### src/rtl/ifu_fetch.sv
// ifu_fetch: instruction fetch stage feeding decode.
// Owns the PC, issues one word fetch at a time to instruction memory,
// registers the returned word and hands it to decode with its PC.
// Downstream redirects replace the PC and squash any wrong-path fetch.
//
// state  | meaning
// -------+-----------------------------------------------------------
// S_REQ  | driving a fetch request at pc, waiting for memory accept
// S_WAIT | one request outstanding, waiting for the response
// S_HOLD | instruction registered, presented to decode until taken
module ifu_fetch #(
    parameter int                    DATA_WIDTH = 32,
    parameter logic [DATA_WIDTH-1:0] RESET_PC   = 32'h8000_0000
) (
    input  logic                  clk,
    input  logic                  rst,
    output logic                  imem_req_valid,
    input  logic                  imem_req_ready,
    output logic [DATA_WIDTH-1:0] imem_req_addr,
    input  logic                  imem_rsp_valid,
    input  logic [31:0]           imem_rsp_data,
    output logic                  inst_valid,
    input  logic                  inst_ready,
    output logic [31:0]           inst,
    output logic [DATA_WIDTH-1:0] inst_pc,
    input  logic                  redirect_valid,
    input  logic [DATA_WIDTH-1:0] redirect_pc,
    output logic [31:0]           fetch_cnt
);

    typedef enum logic [1:0] {
        S_REQ  = 2'd0,
        S_WAIT = 2'd1,
        S_HOLD = 2'd2
    } state_t;

    state_t                state;
    logic [DATA_WIDTH-1:0] pc;
    logic                  kill;
    logic [DATA_WIDTH-1:0] redirect_pc_al;
    logic                  req_fire;
    logic                  inst_fire;

    // Redirect targets are word aligned; low two bits are simply cleared.
    assign redirect_pc_al = redirect_pc & ~DATA_WIDTH'(3);

    // Handshake outputs decode the registered state; both are held low during reset.
    assign imem_req_valid = (state == S_REQ) && !rst;
    assign inst_valid     = (state == S_HOLD) && !rst;
    assign imem_req_addr  = pc;
    assign req_fire       = imem_req_valid && imem_req_ready;
    assign inst_fire      = inst_valid && inst_ready;

    // Fetch FSM: PC, squash flag, instruction register and handshake counter.
    always_ff @(posedge clk) begin
        if (rst) begin
            state     <= S_REQ;
            pc        <= RESET_PC;
            kill      <= 1'b0;
            fetch_cnt <= 32'd0;
            inst      <= 32'd0;
            inst_pc   <= '0;
        end else begin
            case (state)
                S_REQ: begin
                    if (redirect_valid) begin
                        pc <= redirect_pc_al;
                    end
                    if (req_fire) begin
                        // The accepted request used the old pc; its data must be dropped.
                        kill  <= redirect_valid;
                        state <= S_WAIT;
                    end
                end
                S_WAIT: begin
                    if (imem_rsp_valid) begin
                        if (kill || redirect_valid) begin
                            kill  <= 1'b0;
                            state <= S_REQ;
                        end else begin
                            inst    <= imem_rsp_data;
                            inst_pc <= pc;
                            state   <= S_HOLD;
                        end
                        if (redirect_valid) begin
                            pc <= redirect_pc_al;
                        end
                    end else if (redirect_valid) begin
                        kill <= 1'b1;
                        pc   <= redirect_pc_al;
                    end
                end
                S_HOLD: begin
                    // A handshake coinciding with a redirect still counts as consumed.
                    if (inst_fire) begin
                        fetch_cnt <= fetch_cnt + 32'd1;
                    end
                    if (redirect_valid) begin
                        pc    <= redirect_pc_al;
                        state <= S_REQ;
                    end else if (inst_fire) begin
                        pc    <= pc + DATA_WIDTH'(4);
                        state <= S_REQ;
                    end
                end
                default: begin
                    state <= S_REQ;
                end
            endcase
        end
    end

endmodule

### config.mk
export PLATFORM = sky130hd
export DESIGN_NAME = ifu_fetch
export DESIGN_NICKNAME = d
export VERILOG_FILES = /design/src/rtl/ifu_fetch.sv
export SDC_FILE = /design/constraint.sdc
export NUM_CORES = 1
export LEC_CHECK = 0
export CAP_MARGIN = 0
export CORE_ASPECT_RATIO = 1.4
export CORE_MARGIN = 1.5
export CORE_UTILIZATION = 49
export DETAILED_ROUTE_END_ITERATION = 7
export GPL_TIMING_DRIVEN = 0
export HOLD_SLACK_MARGIN = 0.12
export PLACE_DENSITY = 0.88
export SLEW_MARGIN = 20
export SYNTH_ARGS = -nofsm -noshare
export SYNTH_HDL_FRONTEND = slang
export SYNTH_SLANG_ARGS = --single-unit
### constraint.sdc
create_clock -name clk -period 4.7 [get_ports clk]
set_clock_uncertainty 0.15 [all_clocks]
set_input_delay 0.94 -clock clk [delete_from_list [all_inputs] [get_ports clk]]
set_output_delay 0.94 -clock clk [all_outputs]
set_load 0.01 [all_outputs]
## After elaboration in Yosys (flattened, before gate mapping)

Index checks and enable logic that the tools add are counted.
W data, S select, Z words.

| operators by class | value |
|---|---|
| reduce and logical (&&, ||, !) cells | 15 |
| add/sub/neg operators | 2 |
| bitwise gates (word level) | 1 |
| multiplexer cells | 15 |
| equality and inequality tests | 8 |

Operators with widths:

| cell | number |
|---|---|
| $mux W32 | 3 |
| $pmux W32 S2 | 1 |
| $add A32 B1 Y32 const B | 1 |
| $add A32 B3 Y32 const B | 1 |
| $mux W2 | 5 |
| $ne A3 B3 Y1 const B | 3 |
| $reduce_and A3 Y1 | 3 |
| $pmux W2 S3 | 1 |
| $logic_and A1 B1 Y1 | 4 |
| $mux W1 | 4 |
| $ne A2 B2 Y1 const B | 2 |
| $reduce_and A4 Y1 | 1 |
| $reduce_bool A2 Y1 | 2 |
| $eq A2 B1 Y1 const B | 1 |
| $eq A2 B2 Y1 const B | 1 |
| $logic_not A2 Y1 | 1 |
| $ne A2 B1 Y1 const B | 1 |
| $pmux W1 S2 | 1 |
| $reduce_and A2 Y1 | 1 |
| $reduce_or A2 Y1 | 1 |
| $logic_not A1 Y1 | 1 |
| $logic_or A1 B1 Y1 | 1 |
| $not A1 Y1 | 1 |

| word-level totals | value |
|---|---|
| output and inout port bits | 130 |
| input port bits | 70 |
| word-level logic and storage cells | 47 |
| register bits | 131 |

## Logic depth before layout (Yosys ltp)

| depth | value |
|---|---|
| word-level depth | 6 |
| mapped depth | 8 |
| gate-level depth less buffers | 6 |

## Least setup slack after synthesis

No wires, ideal clock.

| timing | value |
|---|---|
| path kind | input-to-output |
| start | input rst |
| end | output inst_valid |
| data arrival time | 1.709 ns |
| required time | 3.610 ns |
| slack | 1.901 ns |
| path buffers | 3 |
| stages | 4 |
| cells stage by stage | buf_6 > clkbuf_1 > clkbuf_1 > nor2_1 |

| on the way | value |
|---|---|
| word-level cells in the longest chain between the ends | 2 |

Ends and longest elaborated chain:

| what | line | RTL |
|---|---|---|
| start: declaration | 16 | `input logic rst,` |
| $logic_not A1 Y1 | 49 | `assign inst_valid = (state == S_HOLD) && !rst;` |
| $logic_and A1 B1 Y1 | 49 |  |
| end: declaration | 22 | `output logic inst_valid,` |

No other way between the ends.

## Final worst setup path

Same ends and word-level chain as after synthesis.

==> run_results.csv <==
group,metric,value,unit
run_status,status,"finished clean",
timing,drv_slew,0,
logic_synthesis,synthesis.area,0.00577,mm^2
logic_synthesis,ys.flop_type,"dfxtp_1",
timing,worstMarginPinSlew,0.977,ns
clock_network,htreeDepth,4,
pwr,power.static_leakage,0.00291,uW
logic_synthesis,synth_seq_cells,127,
clock_network,path_clk_slew,0.06,ns
worst_setup_path,required,3.61,ns
logic_synthesis,synth-seq-area-share,0.441,
global_route,grt_use_total,0.297,
logic_synthesis,yosysTopAreaCell,"dfxtp_1",
timing,hold_viol,0,
place,gp_congestion,0.929,
detailed_routing,first_pass_iters,7,
clock_network,cts_buffers,17,
hold_path,worstHoldPathType,"reg2reg",
finish,fin_nets,1016,
logic_synthesis,avgSynthCellArea,7.91,um^2
die,die_h,131,um
finish,final_area,0.00850,mm^2
detailed_routing,vias_per_cell,5.67,
die,fp-row-count,46,
clock_network,cts_resized,0,
detailed_routing,routed_wl,18.3,mm
die,top_level_ports,200,
place,place_area,0.00789,mm^2
clock_network,cts_root_buffer,"clkbuf_16",
logic_synthesis,synth_top_area_frac,0.441,
detailed_routing,drt_iter0_drc,380,
worst_setup_path,startpoint_type,"input pin",
clock_network,clkLatencyLatePin,0.42,ns
die,die_width,94.7,um
pwr,power_per_cell_area,321,mW/mm^2
timing,setup_viol,0,
place,place_hpwl,13.2,mm
die,start_util,0.506,
die,die_area,0.0124,mm^2
finish,syn2layout_area_growth,47.5,%
global_route,grt_overflow,0,
clock_network,cts_tree,"built",
logic_synthesis,synth_area_leaders,"dfxtp_1 44%, nand2_1 11%, a21oi_1 8.9%",
clock_network,cts_buffer_depth,2,
worst_setup_path,crit_type,"in2out",
timing,fmax,0.230,GHz
timing,fin_crit,4.35,ns
global_route,antenna_found_initial,0,
die,core_area,0.0114,mm^2
pwr,vdd_drop_max,0.261,mV
place,io_buffers,193,
detailed_routing,route.detailed.wl_per_inst,16.6,um
logic_synthesis,yosysWarningCount,0,
global_route,grt_max_degree,17,
timing,tns,0,ns
logic_synthesis,netlist_instances,729,
timing,relSlewSlack,0.343,
detailed_routing,drc_errors,0,
logic_synthesis,synth.cells.most_frequent,"162 x nand2_1, 127 x dfxtp_1, 102 x a21oi_1, 49 x nor2_1, 41 x clkbuf_1",
timing,period_share,0.926,
logic_synthesis,synth_edf_count,0,
logic_synthesis,synth_most_common_cell,"nand2_1",
detailed_routing,ant_nets,0,
detailed_routing,vias,6246,
worst_setup_path,endpoint_kind,"output pin",
run,drv_cap,0,
logic_synthesis,ys_types,64,
worst_setup_path,crit_arrival,3.26,ns
worst_setup_path,crit_fanout,10,
global_route,grt_pass1_vias,5845,
finish,drive_above_1_share,0.0627,
global_route,grt_pass1_wl,28.9,mm
clock_network,clock_sinks,127,
logic_synthesis,async_flop_share,0,
finish,n_antenna_cell,0,
clock_network,post_cts_buffers,0,
clock_network,hold_buffers,0,
timing,grt_setup_unrepaired,"false",
## power by group
part / total, uW / leakage, uW / internal [uW] / switching [uW]
Clock: 1350 / 0.000295 / 862 / 490
Sequential: 1130 / 0.00103 / 1100 / 31.4
Combinational: 241 / 0.00159 / 129 / 112
## kinds of logic after synthesis
group / count (synthesis) / synth area share
compound gates: 167 / 0.167
other cells: 1 / 0.000650
flops: 127 / 0.441
simple gates: 337 / 0.281
mux: 8 / 0.0139
buf+inv: 63 / 0.0562
xor+xnor: 24 / 0.0365
fa+ha+maj: 2 / 0.00434
## placed cells by master, fill, tap and decap left out, types with 4 or more instances in the layout
cell / n
a211oi_1: 4
xor2_1: 6
xnor2_1: 18
buf_4: 7
dfxtp_1: 127
and3_1: 15
nor2_1: 49
a31oi_1: 4
and2_1: 5
clkbuf_8: 4
clkbuf_1: 41
o21ai_0: 20
or4_1: 5
nand2_1: 162
clkbuf_16: 17
conb_1: 4
nor3_1: 14
nor4_1: 11
a21oi_1: 102
clkdlybuf4s50_1: 193
or3_1: 12
o22ai_1: 9
mux2i_1: 8
nand4_1: 16
nand3_1: 21
inv_1: 4
and4_1: 8
## routing by layer
metal,wire length [um],share of wire,vias up,track usage
met4,825,0.045,0,0.157
li1,-,-,2991,-
met2,9200,0.50,289,0.494
met1,6840,0.37,2902,0.333
met5,0,0,-,0
met3,1460,0.080,64,0.0885
## sequential cells by signal, summed over array words and instances, names as in the netlist
signal,flops
fetch_cnt,32
imem_req_addr,30
inst,32
inst_pc,30
kill,1
state,2
## area by class of cell
| type | instances | area, um^2 |
|---|---|---|
| clock inverter | 13 | 163 |
| clock buffer | 19 | 453 |
| inverter | 5 | 18.8 |
| sequential | 127 | 2540 |
| tap | 144 | 180 |
| fill | 866 | 2890 |
| multi-input combinational | 542 | 2910 |
| timing repair buffer | 193 | 1930 |
| buffer | 58 | 305 |
## per-stage QoR
| step | setup slack [ns] | util | hold WS [ns] | std cells | total power [uW] |
|---|---|---|---|---|---|
| after floorplan | 1.90 | - | 0.328 | 732 | 1250 |
| after global placement | 0.418 | 0.692 | 0.291 | 1069 | 1390 |
| after detailed placement | 0.416 | 0.692 | 0.296 | 1069 | 1390 |
| after CTS | 0.398 | 0.746 | 0.304 | 1101 | 2730 |
| after global routing | 0.226 | 0.746 | 0.323 | 1101 | 2810 |
| final | 0.347 | 0.746 | 0.303 | 1101 | 2730 |
## critical path, stage by stage
cell and delay [ns]:
clkdlybuf4s50_1 0.57, buf_6 0.17, clkbuf_1 0.56, clkbuf_1 0.41, nor2_1 0.10, clkdlybuf4s50_1 0.51
## worst paths after layout
path / endpoint / startpoint / slack [ns] / depth (start not counted)
worst max-delay path: inst_valid / rst / 0.35 / 6
worst max register to register: inst_pc[10]$_SDFFE_PP0P_ / state[0]$_SDFFE_PP0P_ / 2.23 / 6
worst min register to register: inst[1]$_SDFFE_PP0P_ / inst[1]$_SDFFE_PP0P_ / 0.30 / 2
worst min-delay path: inst[1]$_SDFFE_PP0P_ / inst[1]$_SDFFE_PP0P_ / 0.30 / 2
Note: power is estimated with default switching activity, not from simulation.
